==> src/rtl/reduce_pkg.sv <==
// Shared op encodings and constant helpers for the pipelined reduction tree.
package reduce_pkg;

  localparam logic [1:0] OP_OR  = 2'b00;
  localparam logic [1:0] OP_NOR = 2'b01;
  localparam logic [1:0] OP_AND = 2'b10;
  localparam logic [1:0] OP_XOR = 2'b11;

  // Neutral element of the underlying gate: 1 for AND, 0 for OR/NOR/XOR.
  function automatic logic identity_bit(logic [1:0] op);
    return (op == OP_AND);
  endfunction

  // NOR reduces as OR; the inversion is applied once at the last level.
  function automatic logic combine2(logic [1:0] op, logic a, logic b);
    case (op)
      OP_AND:  return a & b;
      OP_XOR:  return a ^ b;
      default: return a | b;
    endcase
  endfunction

  function automatic int unsigned clog2(int unsigned v);
    int unsigned r = 0;
    int unsigned p = 1;
    while (p < v) begin
      p = p << 1;
      r++;
    end
    return r;
  endfunction

  // Number of nodes left after lvl tree levels.
  function automatic int unsigned node_cnt(int unsigned width, int unsigned lvl);
    int unsigned n = width;
    for (int unsigned j = 0; j < lvl; j++) begin
      n = (n + 1) / 2;
    end
    return n;
  endfunction

  // Bit offset of level lvl inside the flattened node bus.
  function automatic int unsigned node_off(int unsigned width, int unsigned lvl);
    int unsigned off = 0;
    for (int unsigned j = 0; j < lvl; j++) begin
      off += node_cnt(width, j);
    end
    return off;
  endfunction

endpackage

==> src/rtl/reduce_level.sv <==
// One combinational tree level: pairs of nodes are combined, an odd last node passes through.
module reduce_level
  import reduce_pkg::*;
#(
  parameter int unsigned N = 2
) (
  input  logic [1:0]         op_i,
  input  logic [N-1:0]       d_i,
  output logic [(N+1)/2-1:0] d_o
);

  localparam int unsigned Pairs = N / 2;

  for (genvar i = 0; i < Pairs; i++) begin : g_pair
    assign d_o[i] = combine2(op_i, d_i[2*i], d_i[2*i+1]);
  end

  // Passing the leftover through is equivalent to pairing it with identity_bit(op).
  if ((N % 2) == 1) begin : g_odd
    assign d_o[Pairs] = d_i[N-1];
  end

endmodule

==> src/rtl/reduce_tree_pipe.sv <==
// Pipelined WIDTH-to-1 OR/NOR/AND/XOR reduction with valid/ready handshake and sideband tag.
// A register bank follows every REG_EVERY levels and the final level; the last bank drives out_*.
module reduce_tree_pipe
  import reduce_pkg::*;
#(
  parameter int unsigned WIDTH     = 32,
  parameter int unsigned REG_EVERY = 2,
  parameter int unsigned TAG_W     = 4
) (
  input  logic             clk,
  input  logic             rst_n,
  input  logic             in_valid,
  output logic             in_ready,
  input  logic [WIDTH-1:0] in_data,
  input  logic [1:0]       in_op,
  input  logic [TAG_W-1:0] in_tag,
  output logic             out_valid,
  input  logic             out_ready,
  output logic             out_z,
  output logic [TAG_W-1:0] out_tag
);

  localparam int unsigned LEVELS     = clog2(WIDTH);
  localparam int unsigned TotalNodes = node_off(WIDTH, LEVELS) + 1;

  // Level k occupies tree[node_off(WIDTH, k) +: node_cnt(WIDTH, k)]; level 0 is the operand.
  logic [TotalNodes-1:0] tree;
  logic [1:0]            op_s  [LEVELS];
  logic [TAG_W-1:0]      tag_s [LEVELS+1];
  logic                  vld_s [LEVELS+1];
  logic                  stall;
  logic                  adv;

  assign stall    = out_valid & ~out_ready;
  assign adv      = ~stall;
  assign in_ready = rst_n & ~stall;

  assign tree[WIDTH-1:0] = in_data;
  assign op_s[0]         = in_op;
  assign tag_s[0]        = in_tag;
  assign vld_s[0]        = in_valid & in_ready;

  for (genvar k = 1; k <= LEVELS; k++) begin : g_lvl
    localparam int unsigned NIn    = node_cnt(WIDTH, k - 1);
    localparam int unsigned NOut   = node_cnt(WIDTH, k);
    localparam int unsigned OffIn  = node_off(WIDTH, k - 1);
    localparam int unsigned OffOut = node_off(WIDTH, k);
    localparam bit          IsLast = (k == LEVELS);
    localparam bit          HasReg = ((k % REG_EVERY) == 0) || IsLast;

    logic [NOut-1:0] lvl_c;
    logic [NOut-1:0] node_d;

    reduce_level #(
      .N(NIn)
    ) u_level (
      .op_i(op_s[k-1]),
      .d_i (tree[OffIn +: NIn]),
      .d_o (lvl_c)
    );

    if (IsLast) begin : g_inv
      assign node_d = lvl_c ^ {NOut{op_s[k-1] == OP_NOR}};
    end else begin : g_noinv
      assign node_d = lvl_c;
    end

    if (HasReg) begin : g_bank
      logic [NOut-1:0]  node_q;
      logic [TAG_W-1:0] tag_q;
      logic             vld_q;

      always_ff @(posedge clk) begin
        if (!rst_n) begin
          node_q <= '0;
          tag_q  <= '0;
          vld_q  <= 1'b0;
        end else if (adv) begin
          node_q <= node_d;
          tag_q  <= tag_s[k-1];
          vld_q  <= vld_s[k-1];
        end
      end

      assign tree[OffOut +: NOut] = node_q;
      assign tag_s[k]             = tag_q;
      assign vld_s[k]             = vld_q;
    end else begin : g_wire
      assign tree[OffOut +: NOut] = node_d;
      assign tag_s[k]             = tag_s[k-1];
      assign vld_s[k]             = vld_s[k-1];
    end

    // The op is no longer needed once the final level has been evaluated.
    if (!IsLast) begin : g_op
      if (HasReg) begin : g_op_bank
        logic [1:0] op_q;

        always_ff @(posedge clk) begin
          if (!rst_n) begin
            op_q <= OP_OR;
          end else if (adv) begin
            op_q <= op_s[k-1];
          end
        end

        assign op_s[k] = op_q;
      end else begin : g_op_wire
        assign op_s[k] = op_s[k-1];
      end
    end
  end

  assign out_valid = vld_s[LEVELS];
  assign out_z     = tree[TotalNodes-1];
  assign out_tag   = tag_s[LEVELS];

endmodule

==> config.mk <==
export PLATFORM = sky130hd
export DESIGN_NAME = reduce_tree_pipe
export DESIGN_NICKNAME = d
export VERILOG_FILES = /design/src/rtl/reduce_pkg.sv /design/src/rtl/reduce_level.sv /design/src/rtl/reduce_tree_pipe.sv
export SDC_FILE = /design/constraint.sdc
export NUM_CORES = 1
export LEC_CHECK = 0
export BUFFER_PORTS_ARGS = -buffer_cell sky130_fd_sc_hd__buf_4
export CAP_MARGIN = 20
export CORE_MARGIN = 4
export CORE_UTILIZATION = 52
export CTS_CLUSTER_DIAMETER = 80
export DETAILED_ROUTE_END_ITERATION = 16
export HOLD_SLACK_MARGIN = 0.08
export PLACE_DENSITY = 0.78
export SLEW_MARGIN = 20
export SYNTH_ARGS = -nofsm -noshare
export SYNTH_HDL_FRONTEND = slang
export SYNTH_SLANG_ARGS = --single-unit
==> constraint.sdc <==
create_clock -name clk -period 1.53 [get_ports clk]
set_input_delay 0.153 -clock clk [delete_from_list [all_inputs] [get_ports clk]]
set_output_delay 0.153 -clock clk [all_outputs]
set_load 0.1 [all_outputs]
==> impl.org, run 1 <==
** Finish
- The repair_antennas step left the layout with diodes totalling 0.
- Final net count :: 491
- From synthesis to final layout, the design area changed by 25.5%.
- Cells with a size suffix above 1 make up 28.6% of the layout.

** Global route
- Pin count of the biggest net entering global routing :: 32
- The first global-routing pass estimated 9110 µm of wire.
- Global routing used 15.5% of the available tracks across all layers.
- Remaining Overflow, GRT :: 0
- The initial antenna violation count came to 0.
- Vias in the first global route :: 2207

** Synthesis
- After synthesis, the cell types taking the most area are sky130_fd_sc_hd__ha_1, sky130_fd_sc_hd__dfxtp_1, sky130_fd_sc_hd__mux2i_1.
- Fraction of registers with async set or reset after synthesis :: 0%
- The mapped netlist covers 2930 µm².
- Mapped Cells :: 330
- sky130_fd_sc_hd__ha_1 takes more of the synthesized area than any other cell.
- Of the post-synthesis cell area, the dominant cell type holds 26.5%.
- Number of storage elements in the synthesis netlist :: 30
- For this run, the number of Yosys warnings is 0.
- Average footprint of a synthesized cell :: 8.88 µm²
- Number of flops mapped to enable cells by yosys :: 0
- Most common flop cell mapped by yosys :: sky130_fd_sc_hd__dfxtp_1
- Number of different library cells in the post-synthesis netlist :: 23
- Sequential elements use 20.5% of the synthesized area.
- Post-synth top cells :: sky130_fd_sc_hd__inv_1, sky130_fd_sc_hd__ha_1, sky130_fd_sc_hd__nand2_1
- Post-Synthesis Net Count :: 434
- In the post-synthesis netlist, the cell with the most instances is sky130_fd_sc_hd__inv_1.

** Die
- The floorplan step defined a core boundary enclosing 5470 µm².
- Measured along the x axis, the die boundary spans 83.1 µm.
- Area enclosed by the die boundary :: 6900 µm²
- Once the floorplan was initialized, standard cells occupied 53.5% of the core.
- Floorplan die height :: 83.1 µm
- After floorplanning, the core was divided into 27 placement rows.
- Top-level I/O count :: 49

** Power and ir drop
- The clock network is responsible for 34.9% of the overall power.
- In this run switching power makes up 29.3% of total power.
- Fraction of power consumed by combinational cells :: 32.1%
- Of the total power, registers draw 33.0%.
- Internal power comes to 0.00189 W.
- Worst IR Drop VDD :: 0.000522 V
- For this design the total switching power over the nets is 0.000784 W.
- For this design the ratio of total power to cell area is 726 nW/µm².
- Overall power of the completed layout :: 0.00267 W
- For this design the static power due to leakage is 1.95 nW.

** STA
- The count of pins over their slew limit came to 0.
- The count of endpoints failing hold in the final timing report was 0.
- Highest clock frequency the design can meet :: 610 MHz
- Tightest slew margin relative to the limit :: 83.1%
- Post-route clock period utilization :: 107%
- The clock arrives with 0.00461 ns of skew.
- Worst Tran Pin Value :: 0.246 ns
- The routed design could run at a clock period as short as 1.64 ns.
- Across all setup checks in the final design, the least slack found is -0.111 ns.
- RSZ-0062 raised after global routing :: true
- Setup violations remaining at the end of the flow were counted as 2.
- Worst hold slack across all endpoints :: 0.125 ns

** Place
- After legalization and detailed placement, the total HPWL measured 4030 µm.
- Final weighted congestion of routability-driven global placement :: 0.741
- Number of port buffers :: 48

** Routing
- For this run, design rule violations remaining after detail routing come to 0.
- Post-detailed-route count of antenna-violating nets :: 0
- Avg Vias per Cell :: 5.06
- Post-Route WL :: 5450 µm
- Detailed-routing iteration count for the pre-antenna-repair pass :: 4
- The detailed router placed 2327 vias in this run.
- Dividing the detail-routed wire length by the instance count gives 11.8 µm.
- The first routing iteration left 109 violations.

** Setup path
- Terminus of the critical flop-to-flop path :: g_lvl[4].g_bank.node_q[0]$_SDFFE_PN0N_
- Data on the critical path arrives at its endpoint at 1.82 ns.
- In this design, the stage delay of the slowest critical-path cell is 0.34 ns.
- Reg2Reg Launch Point :: g_lvl[2].g_bank.node_q[2]$_SDFFE_PN0N_
- Along the worst path, the maximum fanout reaches 3.
- STA classifies the critical path endpoint as a register.
- STA classifies the critical path startpoint as a register.
- On the critical path, the stage with the largest delay is an instance of sky130_fd_sc_hd__dfxtp_2.
- By startpoint and endpoint, the worst setup path is classified as reg -> reg.
- Across all register-to-register paths, the minimum setup slack is -0.11 ns.
- Together, buffers and inverters on the worst path number 1.
- Req. time, crit path :: 1.71 ns
- Grouping stages by cell kind, the critical path spends the most delay in adder cells.
- The number of cells on the worst reg-to-reg path is 8.
- Cell mode on critical path :: sky130_fd_sc_hd__mux2i_1
- CP cell instances :: inv_2 -> ha_4 -> mux2i_1 -> mux2i_1 -> ha_1 -> nand2_1 -> o2111ai_2 -> o2111a_1

** Clock network
- The H-tree was split into 2 levels.
- Clock Latency Late Sink :: 0.29 ns
- Number of buffers created by CTS :: 5
- Clk sink count :: 30
- Root buffer selected by CTS :: sky130_fd_sc_hd__clkbuf_8
- Max Root-Sink Buffers :: 2
- CTS tree :: built
- Clock slew seen by the registers of the worst setup and hold paths :: 0.07 ns

** Worst hold path
- The min-delay analysis places its worst path in the category in -> reg.
- Worst Hold Path Cells :: 3
- The startpoint identified for the worst hold timing path is in_tag[1].
- For hold timing, the worst endpoint is g_lvl[2].g_bank.tag_q[1]$_SDFFE_PN0N_.

** Job
- Max-cap violations in this run came to 0.

** Outcome
- Failing checks :: negative setup slack
- Result of the run :: complete, but fails checks
## final cells by class
cell class              count  area (µm²)
clock buffers               7         108
clock inverters             1        30.0
fillers                   446        1800
inverters                  72         270
multi-input cells         208        1960
flip-flops and latches     30         614
well taps                  72        90.1
repair buffers             70         601
## power by group through the flow
stage | clock network [W] | registers, W | logic (W)
final | 0.000933 | 0.000882 | 0.000857
after global routing | 0.000985 | 0.000889 | 0.000967
after CTS | 0.000947 | 0.000881 | 0.000856
after detailed placement | 0 | 0.000897 | 0.000818
after global placement | 0 | 0.000893 | 0.000765
after floorplan | 0 | 0.000947 | 0.000498
## worst max path at each step
stage	from	slack, ns	endpoint	cells after the start
6_report	g_lvl[2].g_bank.node_q[2]$_SDFFE_PN0N_	-0.11	g_lvl[4].g_bank.node_q[0]$_SDFFE_PN0N_	8
3_5_place_dp	g_lvl[2].g_bank.node_q[4]$_SDFFE_PN0N_	-0.13	g_lvl[4].g_bank.node_q[1]$_SDFFE_PN0N_	8
4_1_cts	g_lvl[2].g_bank.node_q[4]$_SDFFE_PN0N_	-0.11	g_lvl[4].g_bank.node_q[1]$_SDFFE_PN0N_	8
5_1_grt	g_lvl[2].g_bank.node_q[2]$_SDFFE_PN0N_	-0.18	g_lvl[4].g_bank.node_q[0]$_SDFFE_PN0N_	8
3_3_place_gp	g_lvl[2].g_bank.node_q[2]$_SDFFE_PN0N_	-0.05	g_lvl[4].g_bank.node_q[0]$_SDFFE_PN0N_	8
2_1_floorplan	g_lvl[2].g_bank.node_q[7]$_SDFFE_PN0N_	-0.009	g_lvl[4].g_bank.node_q[1]$_SDFFE_PN0N_	8
## cell usage in the layout, fill, tap and decap left out
cell type,count
sky130_fd_sc_hd__inv_2,5
sky130_fd_sc_hd__bufinv_16,1
sky130_fd_sc_hd__and4_1,1
sky130_fd_sc_hd__inv_1,67
sky130_fd_sc_hd__o21ai_0,1
sky130_fd_sc_hd__dfxtp_1,21
sky130_fd_sc_hd__buf_4,64
sky130_fd_sc_hd__a21boi_0,18
sky130_fd_sc_hd__a211oi_1,1
sky130_fd_sc_hd__nand2b_1,2
sky130_fd_sc_hd__o2111ai_2,10
sky130_fd_sc_hd__dfxtp_4,1
sky130_fd_sc_hd__mux2i_1,40
sky130_fd_sc_hd__buf_12,6
sky130_fd_sc_hd__and2_2,1
sky130_fd_sc_hd__ha_1,56
sky130_fd_sc_hd__clkbuf_8,6
sky130_fd_sc_hd__nor3_1,1
sky130_fd_sc_hd__o21a_1,1
sky130_fd_sc_hd__nand2b_2,1
sky130_fd_sc_hd__nand3b_1,10
sky130_fd_sc_hd__dfxtp_2,8
sky130_fd_sc_hd__nand2b_4,1
sky130_fd_sc_hd__ha_4,4
sky130_fd_sc_hd__ha_2,2
sky130_fd_sc_hd__o2111a_1,10
sky130_fd_sc_hd__nand2_1,47
sky130_fd_sc_hd__clkbuf_16,1
sky130_fd_sc_hd__and2b_1,1
## flip-flops by register name, summed over array words and instances, names as in the netlist
signal	count
g_lvl.g_bank.node_q	10
out_tag	4
g_lvl.g_op.g_op_bank.op_q	4
out_valid	1
out_z	1
g_lvl.g_bank.vld_q	2
g_lvl.g_bank.tag_q	8
## what timing repair did
item / CTS / global route
pin swaps: 12 / 8
resized for setup: 10 / 3
setup buffers: 2 / 0
cloned: 0 / 1
hold buffers: 0 / 0
endpoints found under the setup margin: 2 / 3
## cells by family (layout without fill, tap and decap cells)
kind of cell | Yosys count | count (layout) | share of synthesized area [%]
flip-flops | 30 | 30 | 20.5
multiplexers | 40 | 40 | 13.7
buffers and inverters | 93 | 150 | 14.7
AO/OA/AOI/OAI | 41 | 41 | 14.3
adder cells (fa/ha/maj) | 62 | 62 | 26.5
AND/OR/NAND/NOR | 64 | 65 | 10.4
## through the flow
stage               instance area, µm²  TNS (ns)  util [%]  instances  worst slack [ns]
detailed placement                3460    -0.674      63.2        449            -0.127
floorplan                         2940   -0.0189         -        330          -0.00946
CTS                               3650    -0.206      66.8        459            -0.105
finish                            3680    -0.195      67.2        460            -0.111
global route                      3680    -0.316      67.2        460            -0.179
global placement                  3460    -0.132      63.2        449           -0.0455
## worst reg2reg max path, cell delays in order, from the launching register on
cell and delay (ns):
sky130_fd_sc_hd__dfxtp_2 0.34, sky130_fd_sc_hd__inv_2 0.05, sky130_fd_sc_hd__ha_4 0.25, sky130_fd_sc_hd__mux2i_1 0.06, sky130_fd_sc_hd__mux2i_1 0.23, sky130_fd_sc_hd__ha_1 0.28, sky130_fd_sc_hd__nand2_1 0.08, sky130_fd_sc_hd__o2111ai_2 0.09
sky130_fd_sc_hd__o2111a_1 0.15
## per-layer routing
metal	vias to the layer above	GRT usage (%)	wire [µm]
met5	-	0	0
li1	1187	-	-
met4	0	4.46	100
met2	47	28.9	2850
met3	11	3.77	229
met1	1082	17.3	2270
Note: power is estimated with default switching activity, not from simulation.
==> run 2: changes to the inputs <==
- CAP_MARGIN: 20 -> 0
- PLACE_DENSITY: 0.78 -> 0.79
==> run 2 against run 1 <==
  * The run still ends with negative setup slack left
  * Power fell by 9.8%
  * Critical endpoint is now g_lvl[4].g_bank.node_q[1]$_SDFFE_PN0N_
  * Sequential cell count did not move
  * Highest routed layer unchanged
  * Setup slack got worse by 0.010 ns
  * Clock power fell by 29%
  * Critical path type unchanged
  * Register-to-register slack barely moved
  * Clock skew fell by 0.0023 ns
  * Final cell count did not move
  * Die area did not move
  * Final area fell by 1.5%
  * Global-route usage rose by 1.4 points
  * Combinational power rose by 2%
  * Core utilization fell by 1.0 points
==> impl.org, run 2 (synthesis gave the netlist of run 1 again) <==
** Finish
- The fraction of final layout cells sized beyond drive strength 1 is 29.6% (+1.0 points).
- Area of the multi-input gates :: 1980 µm² (+1.0%)
- The library cells used most frequently in the layout, excluding fill and tap cells, are sky130_fd_sc_hd__buf_4, sky130_fd_sc_hd__inv_1, sky130_fd_sc_hd__ha_1.
- Antenna fix cells :: 0 (unchanged)
- Flip-flop and latch area :: 616 µm² (+0.20%)
- Area added between synthesis and finish :: 23.6%
- Post-layout instance area :: 3620 µm² (-1.5%)
- Final net count :: 491 (unchanged)
- Number of filler cells placed in the layout :: 438 (-1.8%)
- Biggest register :: g_lvl.g_bank.node_q
- Leaving out fill and tap cells, the most frequent cell in the layout is sky130_fd_sc_hd__buf_4.
- Final cell utilization of the core :: 66.2% (-1.0 points)
- Number of flip-flops under the largest register name :: 10 (unchanged)
- Biggest regs :: g_lvl.g_bank.node_q: 10 flops, g_lvl.g_bank.tag_q: 8 flops

** Clock network
- The number of hold buffers added after CTS is 0 (unchanged).
- Root buffer selected by CTS :: sky130_fd_sc_hd__clkbuf_8
- The total CTS buffers was 5 (unchanged).
- TritonCTS built the clock tree.
- Clock Latency Late Sink :: 0.28 ns (about the same)
- The number of buffers between clock root and the deepest sink came to 2 (unchanged).
- H-Tree Level Count :: 2 (unchanged)
- Clock slew seen by the registers of the worst setup and hold paths :: 0.06 ns (about the same)
- Clk sink count :: 30 (unchanged)

** STA
- The actual slew at the worst max-slew pin is 0.312 ns (+0.0654 ns).
- Number of hold violations in the final report :: 0 (unchanged)
- Count of final max-slew check failures :: 0 (unchanged)
- Final setup violation count :: 2 (unchanged)
- The slack of the critical path was -0.121 ns (-0.0102 ns).
- Setup repair after global routing could not meet its margin everywhere.
- The top achievable clock speed was 606 MHz (-0.62%).
- Post-route clock period utilization :: 108% (+0.66 points)
- Post-Route Skew :: 0.00229 ns (-0.00232 ns)
- The relative slew slack was 79.2% (-3.9 points).
- Clock period minus final worst setup slack :: 1.65 ns (+0.0102 ns)

** Die
- Starting density of the core :: 53.5% (unchanged)
- The die outline area is 6900 µm² (unchanged).
- Top-level I/O count :: 49 (unchanged)
- Cell Rows :: 27 (unchanged)
- The area of the core is 5470 µm² (unchanged).
- Die Wd :: 83.1 µm (unchanged)
- The height of the chip is 83.1 µm (unchanged).

** Routing
- Post-detailed-route count of antenna-violating nets :: 0 (unchanged)
- Number of remaining DRC errors :: 0 (unchanged)
- Avg WL per Cell :: 12.1 µm (+1.9%)
- Avg Vias per Cell :: 5.02 (-0.69%)
- 1st-iter DRT viols :: 74 (-32%)
- The total wire length after detailed routing came to 5550 µm (+1.9%).
- Total number of vias :: 2311 (-0.69%)
- The total iterations of the first detailed-routing run came to 4 (unchanged).

** Place
- The total half-perimeter wirelength after legalization and detailed placement came to 4110 µm (+1.8%).
- The number of input and output port buffers inserted was 48 (unchanged).
- The placed standard-cell area was 3410 µm² (-1.5%).
- The placer congestion estimate was 0.759 (+2.5%).

** Setup path
- The startpoint identified for the worst register-to-register timing path is g_lvl[2].g_bank.node_q[7]$_SDFFE_PN0N_.
- The depth of the most critical reg-to-reg path is 8 (unchanged).
- Critical Path Source Type :: register
- In this run the critical register-to-register path is captured at g_lvl[4].g_bank.node_q[1]$_SDFFE_PN0N_.
- Req. time, crit path :: 1.71 ns (about the same)
- Slack of the worst reg-to-reg path :: -0.12 ns (about the same)
- The worst setup path is of the reg -> reg kind.
- Maximum fanout encountered on the critical timing path :: 2 (-1)
- Arr. time, crit path :: 1.83 ns (about the same)
- STA classifies the critical path endpoint as a register.

** Global route
- Pin count of the biggest net entering global routing :: 32 (unchanged)
- The initial antenna violation count was 0 (unchanged).
- The global route total overflow came to 0 (unchanged).
- GR Layer Usage met2 :: 32.7% (+3.8 points)
- All-Layer GR Usage :: 16.9% (+1.4 points)
- Global-route wire length before repair :: 9870 µm (+8.4%)
- Grt met3 use :: 3.97% (+0.20 points)
- The layer flagged by global routing as most heavily used is met2.
- Vias in the first global route :: 2316 (+4.9%)
- Global-route track usage on met1 :: 17.4% (+0.16 points)

** Outcome
- The final reports fail on negative setup slack.
- The run finished, with violations left.

** Worst hold path
- In this run the most critical hold path is launched from in_valid.
- Endpoint with the worst hold slack :: g_lvl[2].g_bank.vld_q$_SDFFE_PN0N_
- Hold crit path type :: in -> reg
- The number of cells traversed by the worst hold path came to 3 (unchanged).

** Power and ir drop
- Worst IR Drop VDD :: 0.000439 V (-16%)
- The static leakage power was 1.91 nW (-1.6%).
- The areal power density over the cells came to 665 nW/µm² (-8.4%).

** Job
- The number of maximum-capacitance constraint violations was 0 (unchanged).
-- run 2: cell count changes in the layout (fill, tap and decap cells not counted), sizes merged --
cell    before  now
buf         70   71
bufinv       1    0
clkinv       0    1
nand2b       4    3
-- run 2: where the power goes --
part	leakage, nW	internal [W]	switching (W)
Combinational	1.61	0.000420	0.000450
Clock	0.0482	0.000362	0.000296
Sequential	0.251	0.000845	0.0000372
-- run 2: worst max-delay path by stage --
| stage | from | endpoint | slack, ns |
|---|---|---|---|
| 6_report | g_lvl[2].g_bank.node_q[7]$_SDFFE_PN0N_ | g_lvl[4].g_bank.node_q[1]$_SDFFE_PN0N_ | -0.12 |
| 2_1_floorplan | g_lvl[2].g_bank.node_q[7]$_SDFFE_PN0N_ | g_lvl[4].g_bank.node_q[1]$_SDFFE_PN0N_ | -0.009 |
| 5_1_grt | g_lvl[2].g_bank.node_q[7]$_SDFFE_PN0N_ | g_lvl[4].g_bank.node_q[1]$_SDFFE_PN0N_ | -0.20 |
| 3_3_place_gp | g_lvl[2].g_bank.node_q[2]$_SDFFE_PN0N_ | g_lvl[4].g_bank.node_q[0]$_SDFFE_PN0N_ | -0.04 |
| 4_1_cts | g_lvl[2].g_bank.node_q[5]$_SDFFE_PN0N_ | g_lvl[4].g_bank.node_q[1]$_SDFFE_PN0N_ | -0.12 |
| 3_5_place_dp | g_lvl[2].g_bank.node_q[4]$_SDFFE_PN0N_ | g_lvl[4].g_bank.node_q[1]$_SDFFE_PN0N_ | -0.15 |
-- run 2: stage by stage --
stage	worst slack, ns	instances	hold slack, ns	total power (W)	setup TNS (ns)
3_3_place_gp	-0.0377	447	0.416	0.00164	-0.129
2_1_floorplan	-0.00946	330	0.294	0.00145	-0.0189
5_1_grt	-0.203	460	0.129	0.00258	-0.369
3_5_place_dp	-0.153	447	0.427	0.00169	-0.755
6_report	-0.121	460	0.127	0.00241	-0.184
4_1_cts	-0.116	459	0.126	0.00240	-0.173
-- run 2: repair_timing --
item / CTS / global route
pin swaps: 11 / 6
resized for setup: 14 / 6
buffers inserted: 4 / 1
setup endpoints to repair: 2 / 2
-- run 2: layout make-up --
cell class	instances	share of cell area, %
clock buffer	7	2.38
clock inverter	1	0.138
inverter	72	7.46
multi-input combinational	207	54.8
sequential	30	17.0
tap	72	2.49
timing repair buffer	71	15.8
-- run 2: critical path, cell delays in order, from the launching register on --
cell	delay, ns
sky130_fd_sc_hd__dfxtp_2	0.33
sky130_fd_sc_hd__buf_4	0.14
sky130_fd_sc_hd__ha_4	0.16
sky130_fd_sc_hd__mux2i_2	0.17
sky130_fd_sc_hd__mux2i_1	0.14
sky130_fd_sc_hd__ha_1	0.31
sky130_fd_sc_hd__nand2_1	0.07
sky130_fd_sc_hd__o2111ai_2	0.08
sky130_fd_sc_hd__o2111a_1	0.14
-- run 2: metal layers --
metal / wire length [µm] / vias to the layer above / share of wire [%]
li1: - / 1185 / -
met1: 2320 / 1075 / 42
met2: 2900 / 45 / 52
met3: 246 / 6 / 4.4
met4: 88 / 0 / 1.6
met5: 0 / - / 0
